`src/rtl/priority_dispatch_pkg.sv`:
```
// priority_dispatch_pkg: shared constants and lowest-one grant helper for priority_dispatch
package priority_dispatch_pkg;
    localparam int STAT_CNT_WIDTH = 16;
    localparam int BUF_DEPTH = 2;
    function automatic logic [31:0] lowest_one(input logic [31:0] x);
        return x & ~(x - 32'd1);
    endfunction
endpackage

```
`src/rtl/priority_dispatch_buf.sv`:
```
// priority_dispatch_buf: 2-entry input FIFO with push/pop, occupancy count and head word
module priority_dispatch_buf
    import priority_dispatch_pkg::*;
#(
    parameter int DataWidth = 8
) (
    input  logic                 clk,
    input  logic                 rst_n,
    input  logic                 push,
    input  logic                 pop,
    input  logic [DataWidth-1:0] push_data,
    output logic [DataWidth-1:0] head,
    output logic [1:0]           count
);
    logic [DataWidth-1:0] mem [BUF_DEPTH];
    logic                 rd_ptr;
    logic                 wr_ptr;

    always_ff @(posedge clk) begin
        if (!rst_n) begin
            count  <= '0;
            rd_ptr <= 1'b0;
            wr_ptr <= 1'b0;
        end else begin
            if (push) begin
                mem[wr_ptr] <= push_data;
                wr_ptr      <= ~wr_ptr;
            end
            if (pop) rd_ptr <= ~rd_ptr;
            count <= count + 2'(push) - 2'(pop);
        end
    end

    assign head = mem[rd_ptr];
endmodule

```
`src/rtl/priority_dispatch.sv`:
```
// priority_dispatch: FIFO-buffered dispatch of words to the lowest-index eligible output slot; PRIORITY_DISPATCH_STATS_EN adds per-channel dispatch counters
module priority_dispatch
    import priority_dispatch_pkg::*;
#(
    parameter int OutputWidth = 4,
    parameter int DataWidth   = 8
) (
    input  logic                                   clk,
    input  logic                                   rst_n,
    input  logic                                   in_valid_i,
    output logic                                   in_ready_o,
    input  logic [DataWidth-1:0]                   in_data_i,
    input  logic [OutputWidth-1:0]                 chan_en_i,
    output logic [OutputWidth-1:0]                 out_valid_o,
    input  logic [OutputWidth-1:0]                 out_ready_i,
    output logic [OutputWidth-1:0][DataWidth-1:0]  out_data_o,
    output logic                                   busy_o
`ifdef PRIORITY_DISPATCH_STATS_EN
    ,
    output logic [OutputWidth-1:0][STAT_CNT_WIDTH-1:0] disp_cnt_o
`endif
);
    logic [1:0]             count;
    logic [DataWidth-1:0]   head;
    logic [OutputWidth-1:0] elig;
    logic [OutputWidth-1:0] grant;
    logic                   push;
    logic                   pop;

    // in_ready_o depends only on the registered occupancy
    assign in_ready_o = (count != 2'(BUF_DEPTH));
    assign push       = in_valid_i & in_ready_o;
    assign elig       = chan_en_i & (~out_valid_o | out_ready_i);
    assign grant      = (count != 2'd0) ? OutputWidth'(lowest_one(32'(elig))) : '0;
    assign pop        = |grant;
    assign busy_o     = (count != 2'd0) | (|out_valid_o);

    priority_dispatch_buf #(.DataWidth(DataWidth)) u_buf (
        .clk      (clk),
        .rst_n    (rst_n),
        .push     (push),
        .pop      (pop),
        .push_data(in_data_i),
        .head     (head),
        .count    (count)
    );

    // A granted slot is refilled even if it is being drained the same cycle
    always_ff @(posedge clk) begin
        if (!rst_n) begin
            out_valid_o <= '0;
            out_data_o  <= '0;
        end else begin
            for (int i = 0; i < OutputWidth; i++) begin
                if (grant[i]) begin
                    out_valid_o[i] <= 1'b1;
                    out_data_o[i]  <= head;
                end else if (out_ready_i[i]) begin
                    out_valid_o[i] <= 1'b0;
                end
            end
        end
    end

`ifdef PRIORITY_DISPATCH_STATS_EN
    always_ff @(posedge clk) begin
        if (!rst_n) begin
            disp_cnt_o <= '0;
        end else begin
            for (int i = 0; i < OutputWidth; i++) disp_cnt_o[i] <= disp_cnt_o[i] + STAT_CNT_WIDTH'(grant[i]);
        end
    end
`endif
endmodule

```
`config.mk`:
```
export PLATFORM = sky130hd
export DESIGN_NAME = priority_dispatch
export DESIGN_NICKNAME = d
export VERILOG_FILES = /design/src/rtl/priority_dispatch_pkg.sv /design/src/rtl/priority_dispatch_buf.sv /design/src/rtl/priority_dispatch.sv
export SDC_FILE = /design/constraint.sdc
export NUM_CORES = 1
export LEC_CHECK = 0
export CORE_MARGIN = 4
export CORE_UTILIZATION = 27
export CTS_BUF_LIST = sky130_fd_sc_hd__clkbuf_8
export CTS_CLUSTER_SIZE = 10
export DETAILED_ROUTE_END_ITERATION = 8
export PLACE_DENSITY = 0.59
export SLEW_MARGIN = 20
export SYNTH_ARGS = -nofsm -noshare
export SYNTH_HDL_FRONTEND = slang
export SYNTH_HIERARCHICAL = 1
export SYNTH_SLANG_ARGS = --single-unit
```
`constraint.sdc`:
```
create_clock -name clk -period 3.3 [get_ports clk]
set_input_delay 0.495 -clock clk [delete_from_list [all_inputs] [get_ports clk]]
set_output_delay 0.495 -clock clk [all_outputs]
set_load 0.01 [all_outputs]
```
Word level (Yosys, flattened, before mapping)
Memory sizes are Yosys's and may differ from the RTL's. A register that Yosys moved wholly into a read port is not among the register bits.
Cells that the tools add are included.
- memories kept: 1
- memory bits (writable): 16
- bits in registers: 40
- input port bits: 19
- eq/ne operators: 1
- bitwise operators: 9
- mux-type cells: 14
- reduce and logical (&&, ||, !) cells: 7
- $add $sub $neg: 3
- memories (name ; words ; width ; rd ports ; clocked after memory_dff ; write ports ; line ; text):
    u_buf.mem ; 2 ; 8 ; 1 ; 1 ; 1 ; priority_dispatch_buf.sv:15 ; logic [DataWidth-1:0] mem [BUF_DEPTH];
- operators with widths (cell ; number):
    two-way mux 1 bit ; 13
    nonzero test 2 bit ; 5
    AND 4 bit ; 2
    inverter 4 bit ; 2
    OR reduction 4 bit ; 2
    two-way mux 4 bit ; 1
    bitwise OR 4 bit ; 1
    subtractor 4 x 1 -> 4 bit (second input constant) ; 1
    adder 2 x 1 -> 2 bit ; 1
    != test 2 bit (second input constant) ; 1
    inverter 1 bit ; 2
    subtractor 2 x 1 -> 2 bit ; 1
    AND 1 bit ; 1
    bitwise OR 1 bit ; 1

Logic depth before layout (Yosys ltp)
Gate-level depths: netlist of the first run.
- depth after elaboration: 10
- depth in mapped cells: 8
- mapped depth without buffers: 8

By module
Netlist of the first run, hierarchy kept.
- modules (own cells, without submodules) (module ; instances ; cells each ; area an instance (um^2)):
    priority_dispatch ; 1 ; 141 ; 1465.2
    priority_dispatch_buf ; 1 ; 45 ; 795.8

Least setup slack after synthesis of the first run
Ideal clock, no wire load.
- path kind: input to register
- start point: input port out_ready_i[1]
- end point: register u_buf.count[1]
- buffers on the path: 0
- setup time: 0.114 ns
- arrival: 1.665 ns
- cell stages on the path: 8
- required time: 3.186 ns
- path slack: 1.521 ns
- path through: nand2b_1 > a22oi_1 > a31oi_1 > ha_1 > inv_1 > ha_1 > xnor3_1 > nor2b_2
- word-level cells in the longest chain between the ends: 8
- ends and longest elaborated chain (element ; line ; text):
    start: declaration ; priority_dispatch.sv:15 ; input logic [OutputWidth-1:0] out_ready_i,
    bitwise OR 4 bit (*) ; priority_dispatch.sv:33 ; assign elig = chan_en_i & (~out_valid_o | out_ready_i);
    AND 4 bit (*) ; priority_dispatch.sv:33 ;
    subtractor 4 x 1 -> 4 bit ; priority_dispatch_pkg.sv:6 ; return x & ~(x - 32'd1);
    inverter 4 bit ; priority_dispatch_pkg.sv:6 ;
    AND 4 bit (*) ; priority_dispatch_pkg.sv:6 ;
    two-way mux 4 bit (*) ; priority_dispatch.sv:34 ; assign grant = (count != 2'd0) ? OutputWidth'(lowest_one(32'(elig))) : '0;
    OR reduction 4 bit (*) ; priority_dispatch.sv:35 ; assign pop = |grant;
    net pop ; priority_dispatch.sv:28 ; logic pop;
    subtractor 2 x 1 -> 2 bit (*) ; priority_dispatch_buf.sv:30 ; count <= count + 2'(push) - 2'(pop);
    end signal: assignment ; priority_dispatch_buf.sv:30 ;
    end: declaration ; priority_dispatch_buf.sv:13 ; output logic [1:0] count
Mark *: on every way through the listed nets, which the timed path passes. The rest lies on a longest branch.
A chain may end at the register's enable or synchronous reset.

Worst setup path after layout of the first run
Ends and elaborated chain as after synthesis.

==> flow_results.org, run 1 <==
** Outcome
- The flow ran to the end, and the final reports show no timing, DRC or antenna violations.

** Setup path
- Family with the most delay on the worst path :: buffers and inverters
- The worst setup path is captured at a flop.
- Together, buffers and inverters on the worst path number 2.
- STA classifies the critical path startpoint as a primary input.
- By instance count, the cell type seen most on the critical path is sky130_fd_sc_hd__ha_1.
- Data arrival time of the worst path :: 2.30 ns
- STA puts the critical path data required time at 3.57 ns.
- CP Class :: primary input to flop
- Walking the worst path, the cells encountered are clkdlybuf4s50_1 > nand2b_1 > a22oi_1 > a31oi_1 > ha_1 > inv_1 > ha_1 > xnor3_1 > nor2b_2.
- The largest individual stage delay along the critical path comes from the cell sky130_fd_sc_hd__clkdlybuf4s50_1.
- On the worst path, the slowest cell contributes a delay of 0.47 ns.
- Maximum net fanout on the critical path :: 2

** Power
- Share of total power in the clock network :: 27.7%
- Standby leakage power :: 1.24 nW
- Worst-case vdd ir drop :: 0.240 mV
- Dividing total power by cell area gives a power density of 630 nW/um^2.
- Internal power comes to 1.38 mW.
- Of the total power, registers draw 45.0%.
- Per report_power, the combinational group accounts for 27.3% of the total.
- Net switching is 28.8% of the power.
- Power comes to 1.94 mW.
- For this design the total switching power over the nets is 0.557 mW.

** Synth
- Top area cells in the synthesized netlist :: sky130_fd_sc_hd__dfxtp_1 36%, sky130_fd_sc_hd__edfxtp_1 21%, sky130_fd_sc_hd__mux2i_1 14%
- Number of register bits inferred by synthesis :: 57
- The top cell type by area accounts for 36.3% of the synthesized area.
- Number of warnings reported in the yosys synthesis log :: 6
- Sorting the synthesized cells by how often they occur yields 41 x sky130_fd_sc_hd__dfxtp_1, 32 x sky130_fd_sc_hd__mux2i_1, 28 x sky130_fd_sc_hd__nand2_1, 17 x sky130_fd_sc_hd__nor2b_1, 16 x sky130_fd_sc_hd__edfxtp_1.
- In this run, synthesis inferred 16 flip-flops with an integrated enable.
- Share of synthesized area occupied by flip-flops and latches :: 57.6%
- Among all flip-flop cells after synthesis, the most frequent one is sky130_fd_sc_hd__dfxtp_1.
- Area of the mapped netlist :: 2260 sq um
- The cell count after synthesis came out at 186.
- Library cells used by synthesis :: 32
- The synthesized design spends more area on one cell type than any other, namely sky130_fd_sc_hd__dfxtp_1.
- Proportion of register bits with asynchronous set or reset after synthesis :: 0%
- In the post-synthesis netlist, the cell with the most instances is sky130_fd_sc_hd__dfxtp_1.
- When the netlist entered floorplanning its net count stood at 207.
- Averaged over all synthesized cells, the footprint is 12.2 sq um.

** Route
- Average wire per cell in the routed design :: 13.2 um
- The first routing iteration left 23 violations.
- Before antenna repair, the detailed router went through 4 iterations.
- Average via count per standard cell :: 4.15
- Total routed wirelength :: 4.69 mm
- DR vias :: 1470
- DRC violation count after routing :: 0
- Remaining antenna violation count :: 0

** Floorplan
- Core Footprint :: 8180 sq um
- Rows :: 33
- Die width :: 99.5 um
- For this design the top-level I/O count stands at 57.
- The initial utilization of the core area, before any placement, comes to 27.7%.
- The die covers 9900 sq um.
- From bottom edge to top edge, the die measures 99.5 um.

** Clocking
- H-tree level count :: 3
- The tree is rooted in a sky130_fd_sc_hd__clkbuf_8.
- CTS tree :: built
- In this run, post-CTS repair resized a total of 0 instances.
- Maximum count of clock buffers along a single path :: 2
- For the worst-skew pair, the clock arrives at the later sink with an insertion delay of 0.33 ns.
- Number of buffers created by CTS :: 9
- For this design, the sink count on the clock tree is 57.
- Clk pin slew, worst setup/hold paths :: 0.06 ns
- Setup fix buffers added after clock tree synthesis :: 0
- Hold-fix buffers, CTS :: 0

** Global route
- Global routing used 9.98% of the available tracks.
- Total congestion overflow :: 0
- Via count of the first global-routing pass :: 1544
- Pin count of the biggest net entering global routing :: 51
- The number of antenna violations at the first check in global routing came to 0.
- The first global-routing pass estimated 7.59 mm of wire.

** Place
- In this run the cell area measured after placement is 2910 sq um.
- Number of port buffers :: 56
- Detailed placement ended at an HPWL of 3.42 mm.
- Weighted congestion reported at the end of routability-driven placement :: 0.771

** Final layout
- Measured on the finished design, the core utilization comes to 37.6%.
- Ratio of cells with drive above 1 in the final layout :: 11.2%
- The number of antenna diodes in the final layout is 0.
- Compared with the post-synthesis result, the final layout area differs by 35.8%.
- At the end of the flow, the number of nets in the layout was 265.
- The finished cells cover 3070 sq um.

** Timing
- Setup repair after global routing left no endpoint under its margin.
- Final setup violation count :: 0
- Final Skew :: 0.00693 ns
- The worst path needs 2.03 ns of the cycle, external delays included.
- Transition time at the pin with the least slew margin :: 0.820 ns
- The max-slew violation count was 0.
- Fin. Hold Viols :: 0
- Top achievable clock speed :: 491 MHz
- Setup total negative slack on the finished layout was measured at 0 ns.
- In this run the tightest slew margin relative to its limit is 45.3%.
- Fin crit share :: 61.7%

** Run
- Across the run, the number of max-cap violations was 0.

** Hold path
- The min-delay analysis places its worst path in the category flop to flop.
## flip-flops by register name, summed over array words and instances, names as in the netlist, named ones only
register      cells
out_data_o       32
out_valid_o       4
u_buf/count       2
u_buf/mem        16
u_buf/rd_ptr      1
u_buf/wr_ptr      1
## through the flow
stage          cells  hold slack, ns  setup WS, ns
2_1_floorplan    186           0.482          1.52
4_1_cts          354           0.463          1.25
3_3_place_gp     338           0.449         0.947
6_report         354           0.459          1.27
3_5_place_dp     338           0.455         0.903
5_1_grt          354           0.481          1.09
## area by class of cell
class / instances / area [sq um]
flip-flops and latches: 57 / 1300
well taps: 105 / 131
repair buffers: 57 / 568
inverters: 3 / 11.3
clock inverters: 6 / 27.5
fillers: 828 / 5100
clock buffers: 10 / 138
multi-input cells: 116 / 893
## per-layer routing
metal | track usage (%) | vias to the layer above | wire length (um)
li1 | - | 748 | -
met4 | 3.47 | 0 | 42
met2 | 15.4 | 39 | 2200
met5 | 0 | - | 0
met1 | 11.6 | 678 | 2080
met3 | 5.68 | 5 | 366
## worst paths after layout
path	start	to	slack [ns]	cells after the start
max	out_ready_i[1]	u_buf/count[1]	1.27	9
min	out_data_o[29]	out_data_o[29]	0.46	2
max reg2reg	out_valid_o[0]	out_data_o[10]	1.55	4
min reg2reg	out_data_o[29]	out_data_o[29]	0.46	2
## cell families after synthesis
logic type / share of synthesized area, %
mux: 18.2
buf+inv: 2.93
fa+ha+maj: 1.11
flops: 57.6
compound gates: 3.82
simple gates: 14.7
xor+xnor: 1.77
## worst register-to-register path, delay by kind of cell (launching register included)
kind,cells,cell delay [ns]
AOI/OAI and AO/OA,1,0.80
DFF,1,0.40
muxes,1,0.29
and+or+nand+nor,2,0.16
## power groups by stage
| stage | Sequential, mW | Combinational [mW] | Clock [mW] |
|---|---|---|---|
| final | 0.872 | 0.528 | 0.536 |
| after global routing | 0.883 | 0.583 | 0.597 |
| after detailed placement | 0.889 | 0.532 | 0 |
| after floorplan | 0.882 | 0.333 | 0 |
| after CTS | 0.875 | 0.537 | 0.563 |
| after global placement | 0.888 | 0.528 | 0 |
## layout by cell type, fill, tap and decap left out, types with 5 or more instances in the layout
cell type,synthesis,routed
sky130_fd_sc_hd__nand2_1,28,28
sky130_fd_sc_hd__mux2_2,8,8
sky130_fd_sc_hd__edfxtp_1,16,16
sky130_fd_sc_hd__inv_1,3,5
sky130_fd_sc_hd__dfxtp_1,41,41
sky130_fd_sc_hd__nor2b_1,17,17
sky130_fd_sc_hd__clkdlybuf4s50_1,0,56
sky130_fd_sc_hd__mux2i_1,32,32
sky130_fd_sc_hd__clkbuf_8,0,10
sky130_fd_sc_hd__and2_1,5,5
No activity file was read; power rests on OpenSTA's default activity.
==> run 2: changes to the inputs <==
Settings changed: PLACE_DENSITY 0.59 to 0.61.
Clock period 3.3 ns to 1.7 ns, I/O delays scaled along.
==> flow_results.org, run 2 (synthesis results as in run 1) <==
** Power
- Standby leakage power :: 1.37 nW (+10%)
- PnR Total Power :: 4.33 mW (+120%)
- The total power density per cell area is 1290 nW/um^2 (+110%).
- Worst-case vdd ir drop :: 0.412 mV (+72%)

** Setup path
- Cell-by-cell trace of the critical path :: nand2b_4 > a22oi_2 > a31oi_4 > ha_1 > inv_1 > ha_2 > xnor3_1 > nor2b_2
- The internal reg-to-reg setup slack was 0.03 ns (-1.52 ns).
- Critical Path Start Type :: flop
- The maximum fanout encountered on the critical timing path came to 4 (+2).
- The biggest cell delay along the critical path is 0.37 ns (-0.10 ns).
- STA classifies the critical path endpoint as a flop.
- The data required time of the critical path came to 1.97 ns (-1.60 ns).
- CP Class :: flop to flop
- The critical path arrival is 1.94 ns (-0.36 ns).
- Critical Path Slowest Stage Cell :: sky130_fd_sc_hd__dfxtp_4

** Clocking
- The number of H-tree levels came to 3 (unchanged).
- Maximum count of clock buffers along a single path :: 2 (unchanged)
- The clock input transition at the sequential cells of the worst setup and hold paths is 0.07 ns (about the same).
- The number of buffers inserted by post-CTS setup repair is 0 (unchanged).
- The clock latency of the later-clocked register in the worst-skew pair is 0.33 ns (about the same).
- Number of buffers created by CTS :: 9 (unchanged)
- The hold buffer count at cts was 0 (unchanged).
- Total number of clock tree sinks :: 57 (unchanged)
- In this run the clock root is driven by a sky130_fd_sc_hd__clkbuf_8.
- CTS tree :: built

** Floorplan
- Die outline area :: 9900 sq um (unchanged)
- Effective utilization at floorplan :: 27.7% (unchanged)
- The number of I/O pins came to 57 (unchanged).
- The height of the die was 99.5 um (unchanged).
- The chip width came to 99.5 um (unchanged).
- The site row count is 33 (unchanged).
- The floorplan core area is 8180 sq um (unchanged).

** Place
- The number of port buffers is 56 (unchanged).
- The post-detailed-placement cell area is 3070 sq um (+5.6%).
- The placer congestion estimate came to 0.757 (-1.7%).

** Final layout
- The total of fill cells in the finished design was 805 (-2.8%).
- Ratio of cells with drive above 1 in the final layout :: 19.7% (+8.5 points)
- Net count of the finished layout :: 280 (+5.7%)
- The register with the most flip-flops in the final layout is out_data_o.
- Layout-stage area growth over the synthesis result :: 48.2%
- The top cell types in the final layout, fill and taps aside, are 53 x sky130_fd_sc_hd__clkdlybuf4s50_1, 38 x sky130_fd_sc_hd__dfxtp_1, 32 x sky130_fd_sc_hd__mux2i_1.
- Leaving out fill and tap cells, the most frequent cell in the layout is sky130_fd_sc_hd__clkdlybuf4s50_1.
- The largest registers in the layout are out_data_o (32), u_buf/mem (16), out_valid_o (4).
- The share of the core filled with cells in the final layout was 41.0% (+3.4 points).
- The flip-flop count of the largest register after layout was 32 (unchanged).
- Antenna fix cells :: 0 (unchanged)
- Final std cell area, no fill :: 3350 sq um (+9.1%)
- The area taken by multi-input logic gates is 931 sq um (+4.2%).
- The flip-flop and latch area came to 1310 sq um (+0.48%).

** Global route
- The sum of overflow across all layers after global routing came to 0 (unchanged).
- The number of antenna violations at the first check in global routing is 0 (unchanged).
- Pin count of the biggest net entering global routing :: 49 (-3.9%)
- The number of global-route vias before repair was 1553 (+0.58%).
- Global-route wire length before repair :: 7.79 mm (+2.6%)
- Gr usage total :: 10.3% (+0.33 points)

** Route
- Average via count per standard cell :: 4.17 (+0.37%)
- The first-pass iteration count of the detailed router is 4 (unchanged).
- DRC violation count after routing :: 0 (unchanged)
- Number of DRC markers after the initial detailed-route iteration :: 45 (+96%)
- The total via count in the routed design was 1538 (+4.6%).
- Remaining antenna violation count :: 0 (unchanged)
- Total routed wirelength :: 4.71 mm (+0.41%)
- Average wire per cell in the routed design :: 12.8 um (-3.7%)

** Timing
- The total count of hold-check failures in the final report is 0 (unchanged).
- The count of final setup violators was 0 (unchanged).
- The worst setup skew after layout is 0.0101 ns (+0.00316 ns).
- Based on the critical path, the design can be clocked at up to 600 MHz.
- Number of pins with negative max-slew slack in the final report :: 0 (unchanged)
- The pin slew with the least headroom to its limit was 0.346 ns (-0.474 ns).
- Fin crit share :: 98.1%
- The tightest slew margin relative to the limit was 76.9% (+32 points).
- Setup repair after global routing could not meet its margin everywhere.
- Counting I/O delays and the setup requirement, the final critical path takes 1.67 ns.
- The worst-case hold slack was 0.341 ns (-0.118 ns).

** Run
- The number of violations of the max-capacitance limit is 0 (unchanged).

** Outcome
- The flow ran to the end, and the final reports show no timing, DRC or antenna violations.

** Hold path
- Worst Hold Class :: primary input to flop
## run 2: changes by cell type in the layout (fill, tap and decap cells not counted), moves of 2 or more
cell,delta
sky130_fd_sc_hd__dfxtp_2,+2
sky130_fd_sc_hd__buf_12,+4
sky130_fd_sc_hd__dfxtp_1,-3
sky130_fd_sc_hd__buf_4,+11
sky130_fd_sc_hd__clkdlybuf4s50_1,-3
sky130_fd_sc_hd__clkinv_2,-2
sky130_fd_sc_hd__bufinv_16,+3
sky130_fd_sc_hd__dlymetal6s2s_1,+2
## run 2: layer usage
metal | wire length, um | track usage [%] | up-vias
li1 | - | - | 780
met1 | 2120 | 12.5 | 713
met2 | 2280 | 15.9 | 37
met3 | 253 | 3.93 | 8
met4 | 61 | 5.36 | 0
met5 | 0 | 0 | -
## run 2: area by class of cell
| class | count | share of cell area (%) |
|---|---|---|
| Multi-Input combinational cell | 116 | 27.8 |
| Timing Repair Buffer | 72 | 21.9 |
| Clock inverter | 7 | 3.32 |
| Clock buffer | 9 | 3.70 |
| Inverter | 3 | 0.336 |
| Sequential cell | 57 | 39.0 |
| Tap cell | 105 | 3.92 |
## run 2: worst max-delay path, delay by kind of cell, from the launching register on
family,cells,cell delay (ns)
fa+ha+maj,2,0.46
xor+xnor,1,0.21
compound gates,2,0.33
buf+inv,1,0.06
simple gates,2,0.17
flops,1,0.37
## run 2: what timing repair did
item | CTS | global route
setup endpoints to repair | 1 | 3
gates resized for setup | 1 | 13
pin swaps | 0 | 3
## run 2: through the flow
| stage | instances | setup TNS, ns | setup WS (ns) |
|---|---|---|---|
| floorplan | 186 | 0 | 0.0822 |
| global placement | 353 | -4.15 | -0.296 |
| detailed placement | 353 | -4.57 | -0.347 |
| CTS | 369 | 0 | 0.00120 |
| global route | 369 | -0.0466 | -0.0462 |
| finish | 369 | 0 | 0.0321 |
## run 2: path summary, 6_finish.rpt
check / from / to / depth (start not counted)
setup / recovery: out_valid_o[1] / u_buf/count[1] / 8
hold / removal: out_ready_i[1] / out_valid_o[1] / 3
setup reg to reg: out_valid_o[1] / u_buf/count[1] / 8
hold reg to reg: out_data_o[24] / out_data_o[24] / 2
## run 2: power breakdown
part	internal (mW)	switching, mW
clock network	0.962	0.529
logic	0.657	0.482
registers	1.57	0.128
==> run 3: changes to the inputs <==
Settings changed: ABC_AREA from default to 1, PLACE_DENSITY 0.61 to 0.6.
==> flow_results.org, run 3 <==
** Outcome
- Result of the run :: finished with violations
- Violated checks :: negative setup slack

** Final layout
- The flip-flop count of the largest register after layout came to 32 (unchanged).
- Largest register by flop count :: out_data_o
- The library cell used most frequently in the layout, excluding fill and tap cells, is sky130_fd_sc_hd__clkdlybuf4s50_1.
- Core occupancy in the finished layout :: 40.9% (-0.053 points)
- Antenna fix cells :: 0 (unchanged)
- Total area of sequential cells :: 1300 sq um (-0.29%)
- The cell area after layout came to 3570 sq um (+6.5%).
- The share of layout cells above drive strength 1 was 29.5% (+9.8 points).
- Layout-stage area growth over the synthesis result :: 48.1% (about the same)
- Filler Cell Count :: 847 (+5.2%)
- The number of nets in the layout was 369 (+32%).
- The top cell types in the final layout, fill and taps aside, are 54 x sky130_fd_sc_hd__clkdlybuf4s50_1, 44 x sky130_fd_sc_hd__nor2_1, 39 x sky130_fd_sc_hd__dfxtp_1.
- Registers with the most flip-flops :: out_data_o (32), u_buf/mem (16), out_valid_o (4)
- Area of the multi-input gates :: 983 sq um (+5.6%)

** Synth
- The post-synthesis async set-or-reset flop share was 0% (unchanged).
- The number of enable flip-flop cells after synthesis came to 16 (unchanged).
- By area, the combinational part of the netlist is dominated by simple AND/OR/NAND/NOR gates.
- The mux cell area share after synthesis came to 4.98% (-13 points).
- The sequential area share after synthesis is 54.0% (-3.6 points).
- The adder-cell share of the synthesized area came to 1.04% (-0.069 points).
- Number of standard cells after synthesis :: 255 (+37%)
- The xor/xnor cell area share of the yosys netlist is 0.363% (-1.4 points).
- Number of warnings reported in the yosys synthesis log :: 6 (unchanged)
- Number of register bits inferred by synthesis :: 57 (unchanged)
- The average cell area after synthesis came to 9.46 sq um (-22%).
- Yosys attributes the largest share of cell area to sky130_fd_sc_hd__dfxtp_1 34%, sky130_fd_sc_hd__edfxtp_1 20%, sky130_fd_sc_hd__nor2_1 7.0%.
- The mapped cell area came to 2410 sq um (+6.6%).
- Fraction of the mapped netlist area in compound gates :: 6.85% (+3.0 points)
- Net count after synthesis :: 276 (+33%)
- The simple-gate area share of the yosys netlist came to 25.2% (+11 points).
- sky130_fd_sc_hd__nor2_1 is the most common cell in the netlist.
- Leading area contributor after synthesis :: sky130_fd_sc_hd__dfxtp_1
- The most used flip-flop cell after synthesis is sky130_fd_sc_hd__dfxtp_1.
- The portion of synthesized cell area occupied by the leading cell type came to 34.0% (-2.3 points).
- Library cells used by synthesis :: 28 (-13%)
- Ranked by instance count, the synthesized netlist is headed by 45 x sky130_fd_sc_hd__nor2_1, 41 x sky130_fd_sc_hd__dfxtp_1, 30 x sky130_fd_sc_hd__inv_1, 29 x sky130_fd_sc_hd__nand2_1.

** Power
- The maximum VDD drop came to 0.598 mV (+45%).
- PnR Total Power :: 4.76 mW (+9.9%)
- Standby leakage power :: 1.47 nW (+7.5%)
- Power per standard cell area :: 1330 nW/um^2 (+3.1%)

** Global route
- The sum of overflow across all layers after global routing was 0 (unchanged).
- The all-layer global routing usage came to 11.0% (+0.70 points).
- The number of antenna violations at the first check in global routing was 0 (unchanged).
- The number of global-route vias before repair was 1924 (+24%).
- Global-route wire length before repair :: 8.92 mm (+15%)
- The maximum number of pins on one net before global-route repair was 36 (-27%).

** Clocking
- The deepest clock path buffer count came to 2 (unchanged).
- CTS tree :: built
- The number of buffers inserted during clock tree synthesis came to 9 (unchanged).
- H-tree level count :: 3 (unchanged)
- Root cell of the clock tree :: sky130_fd_sc_hd__clkbuf_8
- The clock latency of the later-clocked register in the worst-skew pair is 0.34 ns (about the same).
- The sink count of the clock tree came to 57 (unchanged).
- Clk pin slew, worst setup/hold paths :: 0.07 ns (about the same)

** Route
- DR vias :: 1886 (+23%)
- The number of vias per cell after detailed routing came to 4.09 (-1.8%).
- DRC violation count after routing :: 0 (unchanged)
- Number of DRC markers after the initial detailed-route iteration :: 61 (+36%)
- The number of nets with antenna violations after routing is 0 (unchanged).
- The average detailed-routed wire length per instance is 11.4 um (-11%).
- The first-pass iteration count of the detailed router came to 4 (unchanged).
- Total routed wirelength :: 5.26 mm (+12%)

** Hold path
- The path class of the tightest hold or removal check is flop to flop.

** Setup path
- CP Class :: flop to flop
- Flop-to-flop setup slack :: -0.11 ns (-0.14 ns)
- The critical path arrival was 2.04 ns (+0.10 ns).
- STA classifies the critical path startpoint as a flop.
- The data required time of the critical path came to 1.94 ns (-0.03 ns).
- The maximum fanout encountered on the critical timing path was 4 (unchanged).
- Kind of end point of the critical path :: flop

** Floorplan
- The number of I/O pins is 57 (unchanged).
- The site row count was 34 (+3.0%).
- Core Footprint :: 8720 sq um (+6.7%)
- Effective utilization at floorplan :: 27.6% (about the same)
- Die width :: 102 um (+3.0%)
- Die outline area :: 10500 sq um (+6.1%)
- The height of the die is 102 um (+3.0%).

** Place
- The post-detailed-placement cell area came to 3280 sq um (+6.9%).
- Once detailed placement completed, the half-perimeter wirelength came to 3.98 mm.
- The number of port buffers was 56 (unchanged).
- Weighted congestion reported at the end of routability-driven placement :: 0.727 (-4.0%)

** Timing
- Top achievable clock speed :: 553 MHz (-7.8%)
- Number of pins with negative max-slew slack in the final report :: 0 (unchanged)
- The portion of the clock cycle consumed by the worst path in the final layout came to 106% (+8.3 points).
- Final Critical Period :: 1.81 ns (+0.140 ns)
- Final setup violation count :: 2 (+2)
- The pin slew with the least headroom to its limit came to 0.485 ns (+0.139 ns).
- The worst setup skew after layout is 0.00567 ns (-0.00442 ns).
- The worst-case setup margin in the final layout is -0.108 ns (-0.140 ns).
- Fin. Hold Viols :: 0 (unchanged)
- Max-Slew Margin vs Limit :: 67.6% (-9.3 points)
- Setup repair after global routing missed its margin :: yes

** Run
- The number of violations of the max-capacitance limit is 0 (unchanged).
## run 3: cell count changes in the layout (fill, tap and decap cells not counted), sizes merged, moves of 5 or more
cell	change
inv	+29
nor2b	-18
nand3	+20
and2	-5
nand2b	-5
nand2	+7
nor2	+55
mux2i	-32
a21oi	+14
o21ai	+16
buf	+18
## run 3: area by class of cell
| class | count | share of cell area (%) |
|---|---|---|
| Multi-Input combinational cell | 159 | 27.5 |
| Timing Repair Buffer | 89 | 22.5 |
| Clock inverter | 6 | 2.31 |
| Inverter | 32 | 3.51 |
| Tap cell | 108 | 3.79 |
| Sequential cell | 57 | 36.5 |
| Clock buffer | 10 | 3.86 |
## run 3: per-layer routing
layer / track usage, % / part of all wire (%)
met5: 0 / 0
met4: 5.45 / 1.3
met3: 3.72 / 5.1
met2: 17.9 / 49
met1: 12.9 / 44
## run 3: repair_timing
item / 4_1_cts / 5_1_grt
hold buffers: 0 / 0
pin swaps: 7 / 5
cloned: 0 / 0
gates resized for setup: 14 / 7
setup buffers: 1 / 3
setup endpoints to repair: 3 / 10
## run 3: kinds of logic after synthesis
logic type               after synthesis
AO/OA/AOI/OAI                         31
buffers and inverters                 39
AND/OR/NAND/NOR                      117
adder cells (fa/ha/maj)                2
XOR/XNOR                               1
flip-flops                            57
multiplexers                           8
## run 3: path summary, 6_finish.rpt
check | start | endpoint | cells after the start
max | u_buf/count[1] | u_buf/count[1] | 13
min | out_data_o[4] | out_data_o[4] | 2
min reg2reg | out_data_o[4] | out_data_o[4] | 2
max reg2reg | u_buf/count[1] | u_buf/count[1] | 13
## run 3: worst max-delay path, cell delays in order (launching register included)
cell and delay [ns]:
sky130_fd_sc_hd__dfxtp_2 0.32, sky130_fd_sc_hd__or2_4 0.28, sky130_fd_sc_hd__nand2_4 0.09, sky130_fd_sc_hd__nor2_8 0.04, sky130_fd_sc_hd__nand2_4 0.05, sky130_fd_sc_hd__nand4_1 0.11, sky130_fd_sc_hd__ha_1 0.32, sky130_fd_sc_hd__inv_2 0.07
sky130_fd_sc_hd__ha_4 0.13, sky130_fd_sc_hd__inv_2 0.03, sky130_fd_sc_hd__nand2_2 0.07, sky130_fd_sc_hd__nand3_2 0.07, sky130_fd_sc_hd__nand2_2 0.07, sky130_fd_sc_hd__nor2_2 0.04
## run 3: power by group
part | switching, mW | internal, mW | leakage, nW
clock | 0.541 | 0.856 | 0.117
combinational | 0.776 | 0.833 | 0.869
sequential | 0.138 | 1.61 | 0.482
## run 3: metrics by stage
step | setup slack [ns] | hold WS (ns) | TNS [ns] | std cells
after CTS | -0.106 | 0.454 | -0.106 | 458
after floorplan | -0.205 | 0.353 | -0.338 | 255
after detailed placement | -0.492 | 0.444 | -2.89 | 441
final | -0.108 | 0.448 | -0.164 | 461
after global placement | -0.413 | 0.444 | -3.13 | 441
after global routing | -0.191 | 0.472 | -0.773 | 461
